### src/rtl/alu_share_arbiter_pkg.sv
// Shared ALU parameters: control-code width, the opcodes the ALU decodes, and the
// output-slot state type used by alu_share_arbiter.
package alu_share_arbiter_pkg;

    localparam int unsigned ALU_CTRL_W = 6;
    localparam int unsigned DATA_W     = 32;

    // The arbiter only routes these codes; the ALU is the only consumer that decodes them.
    localparam logic [ALU_CTRL_W-1:0] ALU_ADD  = 6'h00;
    localparam logic [ALU_CTRL_W-1:0] ALU_SUB  = 6'h01;
    localparam logic [ALU_CTRL_W-1:0] ALU_AND  = 6'h02;
    localparam logic [ALU_CTRL_W-1:0] ALU_OR   = 6'h03;
    localparam logic [ALU_CTRL_W-1:0] ALU_XOR  = 6'h04;
    localparam logic [ALU_CTRL_W-1:0] ALU_SLL  = 6'h05;
    localparam logic [ALU_CTRL_W-1:0] ALU_SLT  = 6'h06;
    localparam logic [ALU_CTRL_W-1:0] ALU_SLTU = 6'h07;
    localparam logic [ALU_CTRL_W-1:0] ALU_SRL  = 6'h08;
    localparam logic [ALU_CTRL_W-1:0] ALU_SRA  = 6'h09;

    typedef enum logic [0:0] {
        SLOT_EMPTY = 1'b0,
        SLOT_FULL  = 1'b1
    } slot_state_t;

endpackage

### src/rtl/alu_share_arbiter_rr_arb2.sv
// Two-input round-robin arbiter: one-hot grant plus the next priority pointer.
// The pointer only moves when both inputs competed; it then points at the loser.
module rr_arb2 (
    input  logic       i_en,
    input  logic       i_valid0,
    input  logic       i_valid1,
    input  logic       i_ptr,
    output logic [1:0] o_grant,
    output logic       o_ptr_next
);

    always_comb begin
        o_grant    = '0;
        o_ptr_next = i_ptr;
        if (i_en) begin
            if (i_valid0 && i_valid1) begin
                o_grant    = i_ptr ? 2'b10 : 2'b01;
                o_ptr_next = ~i_ptr;
            end else if (i_valid0) begin
                o_grant = 2'b01;
            end else if (i_valid1) begin
                o_grant = 2'b10;
            end
        end
    end

endmodule

### src/rtl/alu_share_arbiter.sv
// Time-shares one combinational ALU between two requesters and buffers one response.
// Optional perf counters are enabled by defining ALU_ARB_PERF_EN.
module alu_share_arbiter
    import alu_share_arbiter_pkg::*;
#(
    parameter int TAG_W = 4
) (
    input  logic                  clk,
    input  logic                  reset,
    input  logic                  req0_valid,
    output logic                  req0_ready,
    input  logic [ALU_CTRL_W-1:0] req0_op,
    input  logic [DATA_W-1:0]     req0_a,
    input  logic [DATA_W-1:0]     req0_b,
    input  logic [TAG_W-1:0]      req0_tag,
    input  logic                  req1_valid,
    output logic                  req1_ready,
    input  logic [ALU_CTRL_W-1:0] req1_op,
    input  logic [DATA_W-1:0]     req1_a,
    input  logic [DATA_W-1:0]     req1_b,
    input  logic [TAG_W-1:0]      req1_tag,
    output logic [DATA_W-1:0]     alu_a,
    output logic [DATA_W-1:0]     alu_b,
    output logic [ALU_CTRL_W-1:0] alu_ctrl,
    input  logic [DATA_W-1:0]     alu_result,
    output logic                  rsp_valid,
    input  logic                  rsp_ready,
    output logic                  rsp_src,
    output logic [TAG_W-1:0]      rsp_tag,
    output logic [DATA_W-1:0]     rsp_data
`ifdef ALU_ARB_PERF_EN
    ,
    output logic [15:0]           perf_grant0,
    output logic [15:0]           perf_grant1,
    output logic [15:0]           perf_conflict
`endif
);

    slot_state_t         r_state;
    slot_state_t         w_state_nxt;
    logic                r_ptr;
    logic                w_ptr_nxt;
    logic                w_slot_free;
    logic                w_arb_en;
    logic [1:0]          w_grant;
    logic                r_rsp_src;
    logic [TAG_W-1:0]    r_rsp_tag;
    logic [DATA_W-1:0]   r_rsp_data;

    assign rsp_valid   = (r_state == SLOT_FULL);
    assign rsp_src     = r_rsp_src;
    assign rsp_tag     = r_rsp_tag;
    assign rsp_data    = r_rsp_data;
    assign w_slot_free = !rsp_valid || rsp_ready;
    // Reset blocks arbitration so nothing is accepted in a reset cycle.
    assign w_arb_en    = w_slot_free && !reset;
    assign req0_ready  = w_grant[0];
    assign req1_ready  = w_grant[1];

    rr_arb2 u_arb (
        .i_en       (w_arb_en),
        .i_valid0   (req0_valid),
        .i_valid1   (req1_valid),
        .i_ptr      (r_ptr),
        .o_grant    (w_grant),
        .o_ptr_next (w_ptr_nxt)
    );

    always_comb begin
        alu_a    = '0;
        alu_b    = '0;
        alu_ctrl = '0;
        if (w_grant[0]) begin
            alu_a    = req0_a;
            alu_b    = req0_b;
            alu_ctrl = req0_op;
        end else if (w_grant[1]) begin
            alu_a    = req1_a;
            alu_b    = req1_b;
            alu_ctrl = req1_op;
        end
    end

    always_comb begin
        w_state_nxt = r_state;
        case (r_state)
            SLOT_EMPTY: if (|w_grant) w_state_nxt = SLOT_FULL;
            SLOT_FULL:  if (rsp_ready) w_state_nxt = (|w_grant) ? SLOT_FULL : SLOT_EMPTY;
            default:    w_state_nxt = SLOT_EMPTY;
        endcase
    end

    always_ff @(posedge clk) begin
        if (reset) begin
            r_state    <= SLOT_EMPTY;
            r_ptr      <= 1'b0;
            r_rsp_src  <= 1'b0;
            r_rsp_tag  <= '0;
            r_rsp_data <= '0;
        end else begin
            r_state <= w_state_nxt;
            r_ptr   <= w_ptr_nxt;
            if (|w_grant) begin
                r_rsp_data <= alu_result;
                r_rsp_src  <= w_grant[1];
                r_rsp_tag  <= w_grant[1] ? req1_tag : req0_tag;
            end
        end
    end

`ifdef ALU_ARB_PERF_EN
    logic [15:0] r_perf_grant0;
    logic [15:0] r_perf_grant1;
    logic [15:0] r_perf_conflict;

    assign perf_grant0   = r_perf_grant0;
    assign perf_grant1   = r_perf_grant1;
    assign perf_conflict = r_perf_conflict;

    always_ff @(posedge clk) begin
        if (reset) begin
            r_perf_grant0   <= '0;
            r_perf_grant1   <= '0;
            r_perf_conflict <= '0;
        end else begin
            if (w_grant[0] && r_perf_grant0 != 16'hFFFF)
                r_perf_grant0 <= r_perf_grant0 + 16'd1;
            if (w_grant[1] && r_perf_grant1 != 16'hFFFF)
                r_perf_grant1 <= r_perf_grant1 + 16'd1;
            if (req0_valid && req1_valid && w_slot_free && r_perf_conflict != 16'hFFFF)
                r_perf_conflict <= r_perf_conflict + 16'd1;
        end
    end
`endif

endmodule

### config.mk
export PLATFORM = sky130hd
export DESIGN_NAME = alu_share_arbiter
export DESIGN_NICKNAME = d
export VERILOG_FILES = /design/src/rtl/alu_share_arbiter_pkg.sv /design/src/rtl/alu_share_arbiter_rr_arb2.sv /design/src/rtl/alu_share_arbiter.sv
export SDC_FILE = /design/constraint.sdc
export NUM_CORES = 1
export LEC_CHECK = 0
export CELL_PAD_IN_SITES_DETAIL_PLACEMENT = 1
export CELL_PAD_IN_SITES_GLOBAL_PLACEMENT = 2
export CORE_MARGIN = 4
export CORE_UTILIZATION = 12
export DETAILED_ROUTE_END_ITERATION = 8
export PLACE_DENSITY = 0.83
export SLEW_MARGIN = 20
export SYNTH_ARGS = -nofsm -noshare
export SYNTH_HDL_FRONTEND = slang
export SYNTH_HIERARCHICAL = 1
export SYNTH_SLANG_ARGS = --single-unit
### constraint.sdc
create_clock -name clk -period 2.4 [get_ports clk]
set_input_delay 0.48 -clock clk [delete_from_list [all_inputs] [get_ports clk]]
set_output_delay 0.48 -clock clk [all_outputs]
set_load 0.01 [all_outputs]
# == Yosys cells after proc, flatten, opt, wreduce, memory -nomap -nowiden ==
# Index checks and enable logic that the tools add are counted.
# totals
regBits,39
in_bits,185
out_inout_bits,110
wordCells,29
# op_classes
mux,15
bitwise_logic,2
n_reduce_logical,7
# op_table
operator,n
$mux W32,4
$mux W6,2
$mux W2,5
$mux W4,1
$logic_and A1 B1 Y1,2
$logic_not A1 Y1,2
$mux W1,2
$not A1 Y1,2
$pmux W1 S2,1
$reduce_and A2 Y1,1
$reduce_or A2 Y1,1
$logic_or A1 B1 Y1,1

# == Longest topological paths before layout ==
# Gate-level depths: netlist of run 1.
# depth
word_depth,8
mapped_depth,10
mapped_depth_nobuf,6

# == Cells and area by module ==
# The synthesis of run 1 kept the hierarchy.
# modules_own_cells
mod,n_inst,cells_per_inst,area_each_um2,seq_area_each_um2
alu_share_arbiter,1,266,2359.8,780.7
rr_arb2,1,7,35.0,0.0

# == Worst setup path before layout of run 1 ==
# Ideal clock, no wire load.
# synth_path
kind,input-to-output
start,input port reset
end,output port alu_b[14]
arrival_ps,1981
required_time_ps,1920
setup_slack_ps,-61
path_stages,10
path_buffers,5
cell_sequence,clkbuf_1 -> nor2b_1 -> nand2_1 -> a21oi_1 -> buf_6 -> nor2b_4 -> buf_6 -> buf_6 -> buf_6 -> a22o_1
# synth_via
elab_chain_cells,5
# synth_lines
element,line,rtl
start: declaration,alu_share_arbiter.sv:9,"input logic reset,"
$logic_not A1 Y1,alu_share_arbiter.sv:56,assign w_arb_en = w_slot_free && !reset;
$logic_and A1 B1 Y1,alu_share_arbiter.sv:56,
via w_arb_en,alu_share_arbiter.sv:44,logic w_arb_en;
$mux W2,alu_share_arbiter_rr_arb2.sv:15,if (i_en) begin
via req1_ready,alu_share_arbiter.sv:17,"output logic req1_ready,"
$mux W32,alu_share_arbiter.sv:77,end else if (w_grant[1]) begin
$mux W32,alu_share_arbiter.sv:73,if (w_grant[0]) begin
end: declaration,alu_share_arbiter.sv:23,"output logic [DATA_W-1:0] alu_b,"
# The timed path passes the listed nets, and every way through them passes these cells.

# == Worst setup path in the final report of run 1 ==
# layout_path
start,"register r_state, in the netlist rsp_valid"
end,output port alu_a[0]
# layout_via
elab_chain_cells,6
# layout_lines
element,line,rtl
start: declaration,alu_share_arbiter.sv:39,slot_state_t r_state;
start signal: assignment,alu_share_arbiter.sv:101,r_state <= w_state_nxt;
$logic_not A1 Y1 *,alu_share_arbiter.sv:54,assign w_slot_free = !rsp_valid || rsp_ready;
$logic_or A1 B1 Y1 *,alu_share_arbiter.sv:54,
$logic_and A1 B1 Y1 *,alu_share_arbiter.sv:56,
via w_arb_en,alu_share_arbiter.sv:44,
$mux W2 *,alu_share_arbiter_rr_arb2.sv:15,
$mux W32,alu_share_arbiter.sv:77,
$mux W32 *,alu_share_arbiter.sv:73,
end: declaration,alu_share_arbiter.sv:22,"output logic [DATA_W-1:0] alu_a,"
# The timed path passes the listed nets; every way through them passes the cells marked *.

==> results of run 1 <==
-- power by group through the flow --
stage	Sequential, mW	Combinational, mW	Clock [mW]
global placement	0.726	0.892	0
finish	0.715	0.899	0.652
detailed placement	0.728	0.911	0
floorplan	0.744	0.277	0
global route	0.721	0.962	0.712
CTS	0.716	0.928	0.701
-- metrics by stage --
stage	setup TNS, ns	setup WS [ns]	instances	util	total power [mW]
after floorplan	0	0.03631	273	-	1.021
after global routing	-3.728	-0.1035	827	0.2953	2.395
after CTS	-0.4491	-0.03654	830	0.3012	2.345
after detailed placement	-67.62	-0.8139	807	0.2877	1.639
final	0	0.01551	827	0.2953	2.267
after global placement	-62.84	-0.7903	807	0.2877	1.618
-- flip-flops by register name, summed over array words and instances, names as in the netlist --
name and cells:
rsp_data 32, rsp_tag 4, r_ptr 1, rsp_src 1, rsp_valid 1
-- metal layers --
layer	GRT usage	vias to the layer above
met5	0	-
met4	0.03387	4
met3	0.04406	21
met2	0.2535	162
met1	0.1518	1671
li1	-	1625
-- path summary, 6_finish.rpt --
path	start	to	slack, ns	cells past startpoint
min	rsp_ready	rsp_valid$_SDFF_PP0_	0.47	3
max	rsp_valid$_SDFF_PP0_	alu_a[0]	0.02	9
min reg2reg	rsp_src$_SDFFE_PP0P_	rsp_src$_SDFFE_PP0P_	0.47	2
max reg2reg	rsp_valid$_SDFF_PP0_	rsp_tag[0]$_SDFFE_PP0P_	0.24	8
-- Yosys cell counts, drive strengths merged --
cell    number
a22o        68
dfxtp       39
a21oi       36
o21ai       34
or3b        32
buf         22
clkbuf      14
nor2b        7
nand2        6
a211oi       4
mux2i        4
inv          2
nand2b       2
nand3        1
nor2         1
xnor2        1
-- tightest hold or removal path: cells and delay by family --
family	cells	cell delay (ns)
compound gates	1	0.05
buf+inv	1	0.08
simple gates	1	0.11
-- cells by family (layout without fill, tap and decap cells) --
logic type | Yosys count | in the layout | synth area share
compound gates | 142 | 142 | 0.4075
simple gates | 49 | 49 | 0.1567
flops | 39 | 39 | 0.3260
buf+inv | 38 | 327 | 0.08934
mux | 4 | 4 | 0.01672
xor+xnor | 1 | 1 | 0.003658
-- area by class of cell --
type	instances	area [um2]
fill	2295	13760
timing repair buffer	317	3047
inverter	2	7.507
sequential	39	782.0
tap	265	331.6
clock buffer	7	132.6
clock inverter	1	5.005
multi-input combinational	196	1460
-- timing repair --
action,4_1_cts,5_1_grt
buffers inserted,9,1
hold buffers,0,0
setup endpoints to repair,103,72
pin swaps,4,4
gates resized for setup,265,29
cloned,7,0
==> impl_metrics.csv, run 1 <==
group,metric,value,unit
worst_setup_path,cp.arrival,1.90,ns
synth,synth_nets,458,
power,p_sw,0.6277,mW
worst_setup_path,crit_chain,"nand2b_4, nor2b_4, nand2_2, a21oi_4, nor2b_4, buf_12, bufbuf_16, a22o_1, buf_6",
synth,synth_top_area_share,0.3260,
finish,syn_to_final_growth,140.8,%
routing,drc,0,
worst_setup_path,cpMostUsedCell,"nor2b_4",
routing,maxUsedRoutingLayer,"met5",
worst_setup_path,end_kind,"primary output",
floorplanning,initial_utilization,0.1226,
clocking,cts_htree_levels,2,
clocking,cts.sinks,39,
sta,finalSetupViolCount,0,
floorplanning,dieArea,22280,um2
routing,vias,3483,
hold_path,hold_class,"input pin to register",
synth,ys_ff_latch,39,
power,p_int,1.639,mW
worst_setup_path,crit_path_start_kind,"register",
worst_setup_path,critPathMaxStageDelay,0.34,ns
synth,synth.area.top_cells,"dfxtp_1 (33%), a22o_1 (25%), or3b_1 (12%)",
clocking,tritoncts,"yes",
global_route,grt_max_degree,71,
run,maxCapViolCount,0,
power,p_leak,2.242,nW
worst_setup_path,path_max_fanout,9,
synth,ys_warn_count,6,
floorplanning,io-pin-count,295,
power,peakVddDrop,0.1997,mV
sta,timing.hold.ws,0.4699,ns
global_route,grt_pass1_wl,23580,um
placed_design,place_area,5618,um2
power,clock_power_share,0.288,
power,p_comb_frac,0.397,
routing,wl_met2,8778,um
sta,max-slew-margin-rel,0.6513,
worst_setup_path,crit_required,1.92,ns
worst_setup_path,crit_type,"register to primary output",
placed_design,io_buffers,294,
sta,rsz0062_at_grt,"yes",
worst_setup_path,path_delay_family,"simple AND/OR/NAND/NOR gates",
sta,max_clock_freq,0.4194,GHz
routing,wl_met3,1376,um
finish,fin_area,5766,um2
synth,synth_top_cell_by_area,"dfxtp_1",
routing,wl_per_cell,19.66,um
floorplanning,die_w,149.3,um
sta,layout_worst_path_cycle_share,0.9935,
global_route,grt_usage,0.1372,
routing,ant_nets,0,
power,powerDensity,393.1,nW/um2
synth,synth.avg_cell_area,8.772,um2
sta,worst-slew-pin-transition,0.5231,ns
routing,drt_wl_total,16260,um
synth,ys_seq_area_frac,0.3260,
floorplanning,die_height,149.3,um
sta,period_needed,2.384,ns
placed_design,place_hpwl,12330,um
floorplanning,num_rows,51,
routing,wl_met1,5840,um
placed_design,globalplace.congestion,0.8264,
global_route,grt_pass1_vias,3772,
finish,nets,746,
clocking,cts_root_buf,"clkbuf_16",
global_route,grt-ovfl-total,0,
finish,layout_commonest_cell,"clkdlybuf4s50_1",
routing,vias_per_cell,4.212,
floorplanning,fp.coreArea,19530,um2
synth,synthCells,273,
clocking,numCtsBuffers,5,
sta,slew_violations,0,
finish,final_cell_mix,"clkdlybuf4s50_1 (218), a22o_1 (66), buf_2 (42), dfxtp_1 (38), a21oi_1 (34)",
sta,hold_viol_final,0,
outcome,status,"finished clean",
routing,drt_iter0_markers,148,
sta,clock_skew,0.004154,ns
clocking,cts_buffer_depth,2,
clocking,clock_latency,0.28,ns
power,switching_share,0.2769,
power,pwr-share-seq,0.316,
worst_setup_path,crit_path_top_delay_cell,"dfxtp_2",
synth,ys_types,22,
finish,diodes,0,
routing,firstDrtPassIters,4,
worst_setup_path,crit_buf_inv,3,
global_route,grt_antenna_before_repair,2,
synth,synth_area,2395,um2
finish,drive_gt1_frac,0.1975,
clocking,clk_pin_slew_worst_paths,0.06,ns
No activity file was read; power rests on OpenSTA's default activity.
==> run 2, diff against run 1 <==
Settings changed: SKIP_LAST_GASP set to 1.
==> run 2 against run 1 <==
Against the previous run: maximum frequency about the same; sequential share of layout area decreased by 0.059 points; final cell count unchanged; worst setup slack worse by 0.00073 ns; count of clock-buffer cells in the layout is the same; final area rose by 0.43%; clock skew about the same; first-iteration DRC count fell by 3.4%; non-clock buffer count did not move; critical path depth unchanged; utilization up 0.13 points; highest routed layer unchanged.
==> impl_metrics.csv, run 2 (synthesis results as in run 1) <==
group,metric,value,unit
outcome,status,"finished clean",
worst_setup_path,cpMostUsedCell,"nor2b_4",
placed_design,globalplace.congestion,0.8264,
power,p_sw,0.6271,mW
run,maxCapViolCount,0,
sta,finalSetupViolCount,0,
routing,vias,3480,
clocking,clock_latency,0.28,ns
sta,layout_worst_path_cycle_share,0.9938,
routing,wl_met2,8770,um
worst_setup_path,end_kind,"primary output",
routing,drt_wl_total,16260,um
finish,layout_commonest_cell,"clkdlybuf4s50_1",
placed_design,io_buffers,294,
global_route,grt_max_degree,71,
sta,max-slew-margin-rel,0.6513,
routing,maxUsedRoutingLayer,"met5",
routing,wl_met3,1364,um
routing,drt_iter0_markers,143,
clocking,tritoncts,"yes",
sta,hold_viol_final,0,
clocking,cts_buffer_depth,2,
worst_setup_path,cp.arrival,1.91,ns
routing,wl_met1,5861,um
worst_setup_path,crit_type,"register to primary output",
worst_setup_path,path_max_fanout,9,
global_route,grt-ovfl-total,0,
worst_setup_path,path_delay_family,"simple AND/OR/NAND/NOR gates",
floorplanning,die_height,149.3,um
sta,clock_skew,0.004188,ns
floorplanning,io-pin-count,295,
finish,nets,746,
sta,fin_tns_setup,0,ns
hold_path,hold_class,"input pin to register",
routing,ant_nets,0,
sta,max_clock_freq,0.4192,GHz
sta,slew_violations,0,
clocking,clk_pin_slew_worst_paths,0.06,ns
worst_setup_path,critPathMaxStageDelay,0.34,ns
floorplanning,dieArea,22280,um2
finish,final_util,0.2966,
finish,diodes,0,
finish,syn_to_final_growth,141.8,%
finish,final_cell_mix,"clkdlybuf4s50_1 (218), a22o_1 (66), buf_2 (38), dfxtp_1 (38), a21oi_1 (34)",
global_route,grt_pass1_wl,23580,um
clocking,cts_root_buf,"clkbuf_16",
clocking,cts_htree_levels,2,
worst_setup_path,crit_path_start_kind,"register",
finish,largest_reg_flops,32,
finish,drive_gt1_frac,0.1975,
worst_setup_path,crit_required,1.92,ns
floorplanning,num_rows,51,
floorplanning,initial_utilization,0.1226,
power,clock_power_share,0.287,
routing,firstDrtPassIters,4,
sta,timing.hold.ws,0.4700,ns
power,switching_share,0.2764,
power,peakVddDrop,0.1997,mV
routing,drc,0,
routing,wl_per_cell,19.66,um
worst_setup_path,crit_buf_inv,3,
clocking,numCtsBuffers,5,
global_route,grt_usage,0.1372,
global_route,grt_antenna_before_repair,2,
floorplanning,die_w,149.3,um
floorplanning,fp.coreArea,19530,um2
global_route,grt_pass1_vias,3772,
placed_design,place_hpwl,12330,um
worst_setup_path,crit_chain,"nand2b_4, nor2b_4, nand2_2, a21oi_4, nor2b_4, buf_12, bufbuf_16, a22o_1, buf_6",
power,powerDensity,391.9,nW/um2
power,pwr-share-seq,0.315,
routing,vias_per_cell,4.208,
sta,rsz0062_at_grt,"yes",
power,p_comb_frac,0.398,
clocking,hold_buffers,0,
sta,period_needed,2.385,ns
power,p_leak,2.238,nW
clocking,cts.sinks,39,
worst_setup_path,crit_path_top_delay_cell,"dfxtp_2",
sta,worst-slew-pin-transition,0.5231,ns
power,p_int,1.642,mW
-- run 2: changes by cell type in the layout (fill, tap and decap cells not counted) --
cell / delta
buf_2: -4
clkdlybuf4s15_2: +4
-- run 2: repair_timing --
action	4_1_cts	5_1_grt
pin swaps	4	4
endpoints found under the setup margin	103	72
endpoints found under the hold margin	0	0
gates cloned	7	0
setup buffers	9	1
gates resized for setup	265	25
-- run 2: worst min-delay path: cells and delay by family --
kind | cells | cell delay, ns
AOI/OAI and AO/OA | 1 | 0.05
and+or+nand+nor | 1 | 0.11
buffers and inverters | 1 | 0.08
-- run 2: layer usage --
| layer | global-route usage | vias up |
|---|---|---|
| li1 | - | 1625 |
| met1 | 0.1518 | 1672 |
| met2 | 0.2535 | 158 |
| met3 | 0.04406 | 21 |
| met4 | 0.03387 | 4 |
| met5 | 0 | - |
-- run 2: per-stage QoR --
stage | area (um2) | power (mW) | std cells | worst slack [ns]
after floorplan | 2402 | 1.021 | 273 | 0.03631
after global placement | 5618 | 1.618 | 807 | -0.7903
after detailed placement | 5618 | 1.639 | 807 | -0.8139
after CTS | 5882 | 2.345 | 830 | -0.03654
after global routing | 5791 | 2.398 | 827 | -0.1035
final | 5791 | 2.269 | 827 | 0.01478
-- run 2: path summary, 6_finish.rpt --
kind	slack, ns	endpoint	startpoint	cells past startpoint
setup / recovery	0.01	alu_a[0]	rsp_valid$_SDFF_PP0_	9
hold / removal	0.47	rsp_valid$_SDFF_PP0_	rsp_ready	3
setup reg to reg	0.24	rsp_tag[0]$_SDFFE_PP0P_	rsp_valid$_SDFF_PP0_	8
hold reg to reg	0.47	rsp_src$_SDFFE_PP0P_	rsp_src$_SDFFE_PP0P_	2
-- run 2: power groups by stage --
stage | Sequential [mW] | Clock, mW | Combinational [mW]
2_1_floorplan | 0.744 | 0 | 0.277
3_3_place_gp | 0.726 | 0 | 0.892
3_5_place_dp | 0.728 | 0 | 0.911
4_1_cts | 0.716 | 0.701 | 0.928
5_1_grt | 0.721 | 0.712 | 0.965
6_report | 0.715 | 0.651 | 0.902
-- run 2: final cells by class --
| type | instances | area, um2 |
|---|---|---|
| repair buffers | 317 | 3072 |
| flip-flops and latches | 39 | 782.0 |
| inverters | 2 | 7.507 |
| clock inverters | 1 | 5.005 |
| clock buffers | 7 | 132.6 |
| well taps | 265 | 331.6 |
| fillers | 2295 | 13740 |
| multi-input cells | 196 | 1460 |
